[config.mk]
export PLATFORM = sky130hd
export DESIGN_NAME = spi_syn_master
export DESIGN_NICKNAME = d
export VERILOG_FILES = /design/src/rtl/spi_syn_master.sv
export SDC_FILE = /design/constraint.sdc
export NUM_CORES = 1
export LEC_CHECK = 0
export CAP_MARGIN = 10
export CORE_UTILIZATION = 45
export CTS_CLUSTER_DIAMETER = 200
export DETAILED_ROUTE_END_ITERATION = 10
export DONT_BUFFER_PORTS = 1
export PLACE_DENSITY_LB_ADDON = 0.3
export SYNTH_ARGS = -nofsm -noshare
export SYNTH_HDL_FRONTEND = slang
export SYNTH_SLANG_ARGS = --single-unit
export TNS_END_PERCENT = 20
[constraint.sdc]
create_clock -name clk -period 2.5 [get_ports clk]
set_clock_uncertainty 0.2 [all_clocks]
set_input_delay 0.75 -clock clk [delete_from_list [all_inputs] [get_ports clk]]
set_output_delay 0.75 -clock clk [all_outputs]
set_load 0.1 [all_outputs]
[src/rtl/spi_syn_master.sv]
// spi_syn_master: oversampled SPI mode-0 master (CPOL=0, CPHA=0), MSB first,
// 8-bit frames. Every sclk phase and the cs-high gap last at least CLK_DIV
// system clocks, so a slave that triple-synchronises sclk/cs/mosi keeps up.
//
// Optional feature macro: SPI_SYN_MASTER_BURST_EN
//   Adds input tx_burst and a HOLD state that keeps cs low between bytes.
//
// Ports:
//   clk       system clock, rising edge
//   rst_n     asynchronous active-low reset
//   tx_data   byte to send, captured when tx_start is accepted
//   tx_start  frame request, accepted only while idle and not on a done cycle
//   tx_burst  (burst build only) keep cs low after this byte
//   busy      high from acceptance until the frame completes
//   rx_data   byte received on miso, updated together with done
//   done      one-clock pulse at frame completion
//   sclk      SPI clock, idles low
//   cs        active-low chip select, idles high
//   mosi      serial data out
//   miso      serial data in, sampled at the end of each sclk-high phase
module spi_syn_master #(
    parameter int unsigned CLK_DIV = 4
) (
    input  logic       clk,
    input  logic       rst_n,
    input  logic [7:0] tx_data,
    input  logic       tx_start,
`ifdef SPI_SYN_MASTER_BURST_EN
    input  logic       tx_burst,
`endif
    output logic       busy,
    output logic [7:0] rx_data,
    output logic       done,
    output logic       sclk,
    output logic       cs,
    output logic       mosi,
    input  logic       miso
);

    localparam int unsigned CNT_W = (CLK_DIV > 1) ? $clog2(CLK_DIV) : 1;
    localparam logic [CNT_W-1:0] PH_LAST = CNT_W'(CLK_DIV - 1);

    // Reject divider values the slave synchroniser cannot follow.
    generate
        if (CLK_DIV < 4 || CLK_DIV > 255) begin : g_bad_clk_div
            $error("spi_syn_master: CLK_DIV must be in 4..255");
        end
    endgenerate

`ifdef SPI_SYN_MASTER_BURST_EN
    typedef enum logic [2:0] {IDLE, LEAD, SCK_LO, SCK_HI, TRAIL, GAP, HOLD} state_t;
`else
    typedef enum logic [2:0] {IDLE, LEAD, SCK_LO, SCK_HI, TRAIL, GAP} state_t;
`endif

    state_t           r_state;
    logic [CNT_W-1:0] r_phase;
    logic [2:0]       r_bit_cnt;
    logic [7:0]       r_tx_shift;
    logic [7:0]       r_rx_shift;
`ifdef SPI_SYN_MASTER_BURST_EN
    logic             r_burst;
`endif

    logic             w_ph_last;
    logic [7:0]       w_rx_next;

    assign w_ph_last = (r_phase == PH_LAST);
    assign w_rx_next = {r_rx_shift[6:0], miso};

    // Frame sequencer; all outputs are registered here.
    always_ff @(posedge clk or negedge rst_n) begin
        if (!rst_n) begin
            r_state    <= IDLE;
            r_phase    <= '0;
            r_bit_cnt  <= 3'd0;
            r_tx_shift <= 8'd0;
            r_rx_shift <= 8'd0;
`ifdef SPI_SYN_MASTER_BURST_EN
            r_burst    <= 1'b0;
`endif
            busy       <= 1'b0;
            rx_data    <= 8'd0;
            done       <= 1'b0;
            sclk       <= 1'b0;
            cs         <= 1'b1;
            mosi       <= 1'b0;
        end else begin
            done <= 1'b0;
            case (r_state)
                IDLE: begin
                    r_phase <= '0;
                    if (busy) begin
                        // Byte captured last cycle: open the frame.
                        cs      <= 1'b0;
                        mosi    <= r_tx_shift[7];
                        r_state <= LEAD;
                    end else if (tx_start && !done) begin
                        r_tx_shift <= tx_data;
                        busy       <= 1'b1;
`ifdef SPI_SYN_MASTER_BURST_EN
                        r_burst    <= tx_burst;
`endif
                    end
                end
                LEAD: begin
                    // Setup spans a full sclk period: two CLK_DIV passes,
                    // the bit counter (idle at 0 here) marks the second.
                    if (w_ph_last) begin
                        r_phase <= '0;
                        if (r_bit_cnt == 3'd0) begin
                            r_bit_cnt <= 3'd1;
                        end else begin
                            r_bit_cnt <= 3'd0;
                            sclk      <= 1'b1;
                            r_state   <= SCK_HI;
                        end
                    end else begin
                        r_phase <= r_phase + CNT_W'(1);
                    end
                end
                SCK_LO: begin
                    if (w_ph_last) begin
                        r_phase <= '0;
                        sclk    <= 1'b1;
                        r_state <= SCK_HI;
                    end else begin
                        r_phase <= r_phase + CNT_W'(1);
                    end
                end
                SCK_HI: begin
                    if (w_ph_last) begin
                        r_phase    <= '0;
                        sclk       <= 1'b0;
                        r_rx_shift <= w_rx_next;
                        if (r_bit_cnt == 3'd7) begin
                            r_bit_cnt <= 3'd0;
`ifdef SPI_SYN_MASTER_BURST_EN
                            if (r_burst) begin
                                done    <= 1'b1;
                                busy    <= 1'b0;
                                rx_data <= w_rx_next;
                                r_state <= HOLD;
                            end else begin
                                r_state <= TRAIL;
                            end
`else
                            r_state <= TRAIL;
`endif
                        end else begin
                            r_bit_cnt  <= r_bit_cnt + 3'd1;
                            r_tx_shift <= {r_tx_shift[6:0], 1'b0};
                            mosi       <= r_tx_shift[6];
                            r_state    <= SCK_LO;
                        end
                    end else begin
                        r_phase <= r_phase + CNT_W'(1);
                    end
                end
                TRAIL: begin
                    if (w_ph_last) begin
                        r_phase <= '0;
                        cs      <= 1'b1;
                        r_state <= GAP;
                    end else begin
                        r_phase <= r_phase + CNT_W'(1);
                    end
                end
                GAP: begin
                    if (w_ph_last) begin
                        r_phase <= '0;
                        done    <= 1'b1;
                        rx_data <= r_rx_shift;
                        busy    <= 1'b0;
                        mosi    <= 1'b0;
                        r_state <= IDLE;
                    end else begin
                        r_phase <= r_phase + CNT_W'(1);
                    end
                end
`ifdef SPI_SYN_MASTER_BURST_EN
                HOLD: begin
                    // cs stays low; the next byte skips LEAD.
                    r_phase <= '0;
                    if (tx_start && !done) begin
                        r_tx_shift <= tx_data;
                        r_burst    <= tx_burst;
                        mosi       <= tx_data[7];
                        busy       <= 1'b1;
                        r_bit_cnt  <= 3'd0;
                        r_state    <= SCK_LO;
                    end
                end
`endif
                default: begin
                    r_phase <= '0;
                    r_state <= IDLE;
                end
            endcase
        end
    end

endmodule

==> results of run 1 <==
[routing by layer]
metal / up-vias / routed length (microns) / global-route usage
li1: 504 / - / -
met3: 2 / 134 / 0.06964
met1: 545 / 1316 / 0.1958
met5: - / 0 / 0
met2: 24 / 1578 / 0.2899
met4: 0 / 13 / 0.04261
[path summary, 6_finish.rpt]
check | startpoint | to | slack (ps) | cells after the start
worst min register to register | r_phase[0] | r_phase[0] | 240 | 1
min in group clk | r_phase[0] | r_phase[0] | 240 | 1
worst min-delay path | rst_n | r_tx_shift[5] | 100 | 1
worst max-delay path | r_bit_cnt[0] | r_tx_shift[3] | 250 | 5
max in group asynchronous | rst_n | done | 1810 | 1
worst max register to register | r_bit_cnt[0] | r_tx_shift[3] | 250 | 5
[flip-flops by register name (all words and copies together) (netlist names)]
register,cells
r_rx_shift,8
r_tx_shift,8
rx_data,8
r_bit_cnt,3
r_state,3
r_phase,2
busy,1
cs,1
done,1
mosi,1
sclk,1
[through the flow]
step	power (W)	util	instance area, sq um	hold WS, ps	cells
2_1_floorplan	0.001714	-	1722	212.1	138
5_1_grt	0.002465	0.5229	1914	83.91	196
3_3_place_gp	0.001851	0.4938	1808	225.5	187
6_report	0.002305	0.5229	1914	95.98	196
4_1_cts	0.002329	0.5229	1914	94.35	196
3_5_place_dp	0.001905	0.4938	1808	233.4	187
[worst reg2reg max path, stage by stage, from the launching register on]
cell,delay (ps)
dfrtp_1,410
ha_1,210
ha_1,220
nand4b_1,260
a221oi_4,440
mux2_2,400
[power by group]
group | leakage (nW) | internal, W | switching (W)
clock | 0.0439 | 0.000192 | 0.000204
sequential | 0.463 | 0.000803 | 0.000183
combinational | 0.386 | 0.000440 | 0.000483
[logic make-up after synthesis]
| kind of cell | share of synthesized area |
|---|---|
| compound gates | 0.08365 |
| fa+ha+maj | 0.02909 |
| buf+inv | 0.03709 |
| flops | 0.5389 |
| mux | 0.2116 |
| simple gates | 0.09963 |
[timing repair]
item / 4_1_cts / 5_1_grt
hold endpoints to repair: 36 / 0
hold buffers: 1 / 0
endpoints found under the setup margin: 0 / 0
[final cells by class]
class	count	area share
Clock inverter	3	0.009150
Multi-Input combinational cell	86	0.3810
Sequential cell	37	0.4850
Timing Repair Buffer	9	0.04183
Inverter	8	0.01569
Clock buffer	5	0.03595
Tap cell	48	0.03137
[cell usage in the layout (no fill, tap or decap), types with 2 or more instances in the layout]
master | Yosys | layout
mux2_2 | 27 | 27
o21ai_0 | 10 | 10
dfrtp_1 | 36 | 35
nand2_1 | 7 | 7
clkbuf_8 | 0 | 5
mux2i_1 | 6 | 6
nor2_1 | 5 | 5
nand3b_1 | 2 | 2
or2_2 | 2 | 2
buf_4 | 0 | 8
a21oi_1 | 2 | 2
nor2b_1 | 2 | 2
nand4b_1 | 2 | 2
ha_1 | 4 | 4
clkinv_2 | 0 | 2
inv_1 | 8 | 8
or3_1 | 2 | 2
==> run_results.csv, run 1 <==
group,metric,value,unit
worst_setup_path,path_max_fanout,6,
finish,seq_area,928.4,sq um
synth,synth_top_area_share,0.5236,
worst_setup_path,cp_top_family,"compound AO/OA/AOI/OAI gates",
power,peakVddDrop,0.5624,mV
synth,yosysSeqAreaShare,0.5389,
synth,syn-num-nets,154,
clocking,cts_tree,"built",
sta,fmax,0.4448,GHz
synth,synthFlopType,"dfrtp_1",
worst_setup_path,startpoint_type,"flip-flop",
global_route,grt_pass1_wl,5.202,mm
worst_setup_path,worst_path_most_repeated_cell,"ha_1",
detailed_routing,wl,3.042,mm
synth,synth_edf_count,0,
clocking,cts_inserted_buffers,5,
global_route,antenna_found_initial,0,
detailed_routing,drc,0,
synth,synth_common_cells,"36 x dfrtp_1, 27 x mux2_2, 10 x o21ai_0",
clocking,cts.sinks,37,
sta,slew_headroom,0.4043,
synth,async_flop_share,1.000,
place,post-place-ws,148.3,ps
worst_setup_path,crit_chain,"ha_1 -> ha_1 -> nand4b_1 -> a221oi_4 -> mux2_2",
detailed_routing,via_per_inst,5.485,
finish,n_fill_cell,321,
power,p_per_area,1204,mW/mm^2
global_route,grt_usage,0.1697,
worst_setup_path,slowest_delay,440,ps
sta,setup-violations-final,0,
clocking,clk_pin_slew_worst_paths,70,ps
detailed_routing,dr_total_vias,1075,
global_route,grt_start_max_net_pins,37,
die,die_h,63.83,microns
min_path,hp-class,"in -> async",
run_status,status,"completed",
synth,synth-seq-cells,37,
place,gp_congestion,0.7647,
sta,finalHoldViolations,0,
worst_setup_path,critPathArrivalTime,2210,ps
synth,synth_cell_types,32,
clocking,cts_resized,0,
synth,yosysWarnings,0,
detailed_routing,ant_nets,0,
worst_setup_path,cp_slowest_cell,"a221oi_4",
global_route,overflow,0,
synth,syn-instance-count,138,
global_route,grt_pass1_vias,1101,
worst_setup_path,critPathRequiredTime,2470,ps
synth,avgSynthCellArea,12.47,sq um
finish,final_nets,163,
clocking,postCtsSetupBuffers,0,
synth,syn-cell-area,0.001720,sq mm
synth,yosys.area.top_type,"dfrtp_1",
die,fp.dieArea,0.004074,sq mm
sta,final.period_utilization,0.8992,
worst_setup_path,crit_path_end_kind,"flip-flop",
sta,fin_tns_setup,0,ps
finish,syn_to_final_growth,11.27,%
detailed_routing,drtIter0Drc,53,
power,p_leak,0.8936,nW
clocking,clock_latency,280,ps
die,initial_core_util,0.4699,
synth,synth.most_common_cell,"dfrtp_1",
sta,grt_setup_unrepaired,"no",
die,coreArea,0.003661,sq mm
synth,synth_area_leaders,"dfrtp_1 52%, mux2_2 18%, mux2i_1 3.5%, ha_1 2.9%, o21ai_0 2.9%",
clocking,htree_levels,2,
flow_run,drv_cap,0,
place,dp_hpwl,2.062,mm
sta,fin_crit,2248,ps
finish,drive_gt1_frac,0.3514,
finish,multi_input_comb_area,729.5,sq um
sta,slew_viol_final,0,
sta,layout_setup_ws,252.0,ps
worst_setup_path,cp_num_buf_inv,0,
finish,n_antenna_cell,0,
place,io_buffers,0,
clocking,root_buffer,"clkbuf_8",
detailed_routing,drt-pass1-iter-count,4,
clocking,clk_path_buf_depth,2,
sta,worst_pin_slew,893.6,ps
die,io_pins,25,
die,rows,22,
detailed_routing,routedWlPerCell,15.52,microns
worst_setup_path,setup.worst_path.class,"reg -> reg",
die,dieWidth,63.83,microns
Power figures use the tool's default switching activity.
==> run 2, diff against run 1 <==
--- a/config.mk
+++ b/config.mk
@@ -6,6 +6,7 @@
 export NUM_CORES = 1
 export LEC_CHECK = 0
 export CAP_MARGIN = 10
+export CORE_MARGIN = 2
 export CORE_UTILIZATION = 45
 export CTS_CLUSTER_DIAMETER = 200
 export DETAILED_ROUTE_END_ITERATION = 10
==> constraint.sdc (replaced) <==
create_clock -name clk -period 2.5 [get_ports clk]
set_clock_uncertainty 0.2 [all_clocks]
set_input_delay 0.75 -clock clk [delete_from_list [all_inputs] [get_ports clk]]
set_output_delay 0.75 -clock clk [all_outputs]
set_load 0.05 [all_outputs]
==> run 2 against run 1 <==
Effect of this change:
- design area is 0.39% lower
- via count is 2.9% lower
- worst setup slack worse by 18 ps
- critical path type unchanged
==> run_results.csv, run 2 (synthesis gave the netlist of run 1 again) <==
group,metric,value,unit
run_status,status,"completed",
clocking,clock_latency,290,ps
finish,syn_to_final_growth,10.84,%
place,dp_hpwl,2.081,mm
clocking,cts_inserted_buffers,5,
detailed_routing,drt-pass1-iter-count,4,
die,fp.dieArea,0.004334,sq mm
finish,multi_input_comb_area,729.5,sq um
place,io_buffers,0,
sta,slew_headroom,0.6555,
sta,setup-violations-final,0,
detailed_routing,wl,2.959,mm
place,gp_congestion,0.8147,
worst_setup_path,crit_path_end_kind,"flip-flop",
sta,worst_pin_slew,515.2,ps
die,initial_core_util,0.4699,
worst_setup_path,critPathArrivalTime,2230,ps
finish,reg_top3,"r_rx_shift x8, r_tx_shift x8, rx_data x8",
worst_setup_path,slowest_delay,470,ps
finish,fin_cells,195,
clocking,htree_levels,2,
clocking,cts_tree,"built",
power,peakVddDrop,0.5697,mV
power,combPwrFrac,0.370,
worst_setup_path,reg2regPathDepth,5,
sta,slew_viol_final,0,
clocking,cts.sinks,37,
worst_setup_path,startpoint_type,"flip-flop",
global_route,grt_start_max_net_pins,37,
clocking,clk_pin_slew_worst_paths,80,ps
place,dp_cells,186,
finish,drive_gt1_frac,0.3333,
detailed_routing,drtIter0Drc,34,
finish,final_nets,162,
power,internal-power,0.001430,W
power,p_leak,0.8839,nW
sta,grt_setup_unrepaired,"no",
worst_setup_path,crit_chain,"ha_1 -> ha_1 -> nand4b_1 -> a221oi_4 -> mux2_2",
place,post-place-ws,129.5,ps
min_path,hp-class,"in -> async",
finish,n_antenna_cell,0,
finish,layout_common_cells,"36 x dfrtp_1, 27 x mux2_2, 10 x o21ai_0",
power,seqPwrFrac,0.446,
finish,seq_area,927.1,sq um
die,rows,22,
clocking,cts_resized,0,
global_route,grt_pass1_vias,1159,
sta,final.period_utilization,0.9066,
worst_setup_path,path_max_fanout,7,
sta,fin_tns_setup,0,ps
flow_run,drv_cap,0,
sta,layout_setup_ws,233.6,ps
power,pwr-share-clk,0.184,
worst_setup_path,r2r-end,"r_tx_shift[1]",
worst_setup_path,critPathRequiredTime,2470,ps
detailed_routing,dr_total_vias,1044,
worst_setup_path,cp_slowest_cell,"a221oi_4",
detailed_routing,drc,0,
clocking,root_buffer,"clkbuf_8",
detailed_routing,via_per_inst,5.354,
detailed_routing,ant_nets,0,
clocking,clk_path_buf_depth,2,
power,p_per_area,1156,mW/mm^2
global_route,antenna_found_initial,0,
die,dieWidth,65.83,microns
global_route,overflow,0,
global_route,grt_pass1_wl,5.340,mm
finish,n_fill_cell,323,
die,die_h,65.83,microns
power,p_sw_frac,0.3509,
worst_setup_path,r2r_start,"r_bit_cnt[0]",
finish,design_area,0.001907,sq mm
worst_setup_path,setup.worst_path.class,"reg -> reg",
worst_setup_path,regToRegSetupSlack,230,ps
sta,finalHoldViolations,0,
finish,final_common_cell,"dfrtp_1",
detailed_routing,routedWlPerCell,15.17,microns
worst_setup_path,worst_path_most_repeated_cell,"ha_1",
sta,fmax,0.4412,GHz
die,io_pins,25,
power,power.switching,0.0007732,W
global_route,grt_usage,0.1677,
clocking,postCtsSetupBuffers,0,
sta,fin_crit,2266,ps
place,place_area,0.001799,sq mm
die,coreArea,0.003661,sq mm
run 2: power groups by stage:
stage	clock network, W	registers, W	logic [W]
finish	0.000405	0.000982	0.000816
global placement	0	0.000990	0.000772
global route	0.000446	0.00102	0.000924
CTS	0.000419	0.000988	0.000830
detailed placement	0	0.00100	0.000815
floorplan	0	0.000975	0.000661
run 2: worst max-delay path, delay by kind of cell, from the launching register on:
| kind | cells | cell delay (ps) |
|---|---|---|
| and+or+nand+nor | 1 | 260 |
| DFF | 1 | 410 |
| AOI/OAI and AO/OA | 1 | 470 |
| muxes | 1 | 390 |
| adders and majority gates | 2 | 420 |
run 2: timing repair:
action | CTS | global route
hold buffers | 1 | 0
endpoints found under the hold margin | 36 | 0
endpoints found under the setup margin | 0 | 0
run 2: layout make-up:
cell class | instances | share of cell area
inverter | 8 | 0.01575
tap | 48 | 0.03150
clock inverter | 2 | 0.007874
sequential | 37 | 0.4862
multi-input combinational | 86 | 0.3825
timing repair buffer | 8 | 0.03806
clock buffer | 6 | 0.03806
run 2: how the worst max path moves through the flow:
stage | from | endpoint | slack [ps] | cells past startpoint
after floorplan | tx_start | r_tx_shift[1] | 160 | 3
after global placement | tx_start | r_tx_shift[4] | 150 | 3
after detailed placement | tx_start | r_tx_shift[1] | 130 | 3
after CTS | r_bit_cnt[0] | r_tx_shift[1] | 230 | 5
after global routing | r_bit_cnt[0] | r_tx_shift[7] | 100 | 6
final | r_bit_cnt[0] | r_tx_shift[1] | 230 | 5
run 2: stage by stage:
stage,hold WS (ps),total power (W),utilization
global placement,225.1,0.001762,0.4915
CTS,89.59,0.002236,0.5208
floorplan,212.1,0.001636,-
detailed placement,230.7,0.001815,0.4915
global route,85.72,0.002387,0.5208
finish,92.80,0.002203,0.5208
run 2: metal layers:
metal	share of wire	wire length, microns	GRT usage	up-vias
met2	0.51	1513	0.2854	21
met5	0	0	0	-
met1	0.42	1235	0.1921	518
li1	-	-	-	501
met4	0.014	42	0.07031	0
met3	0.057	168	0.05622	4
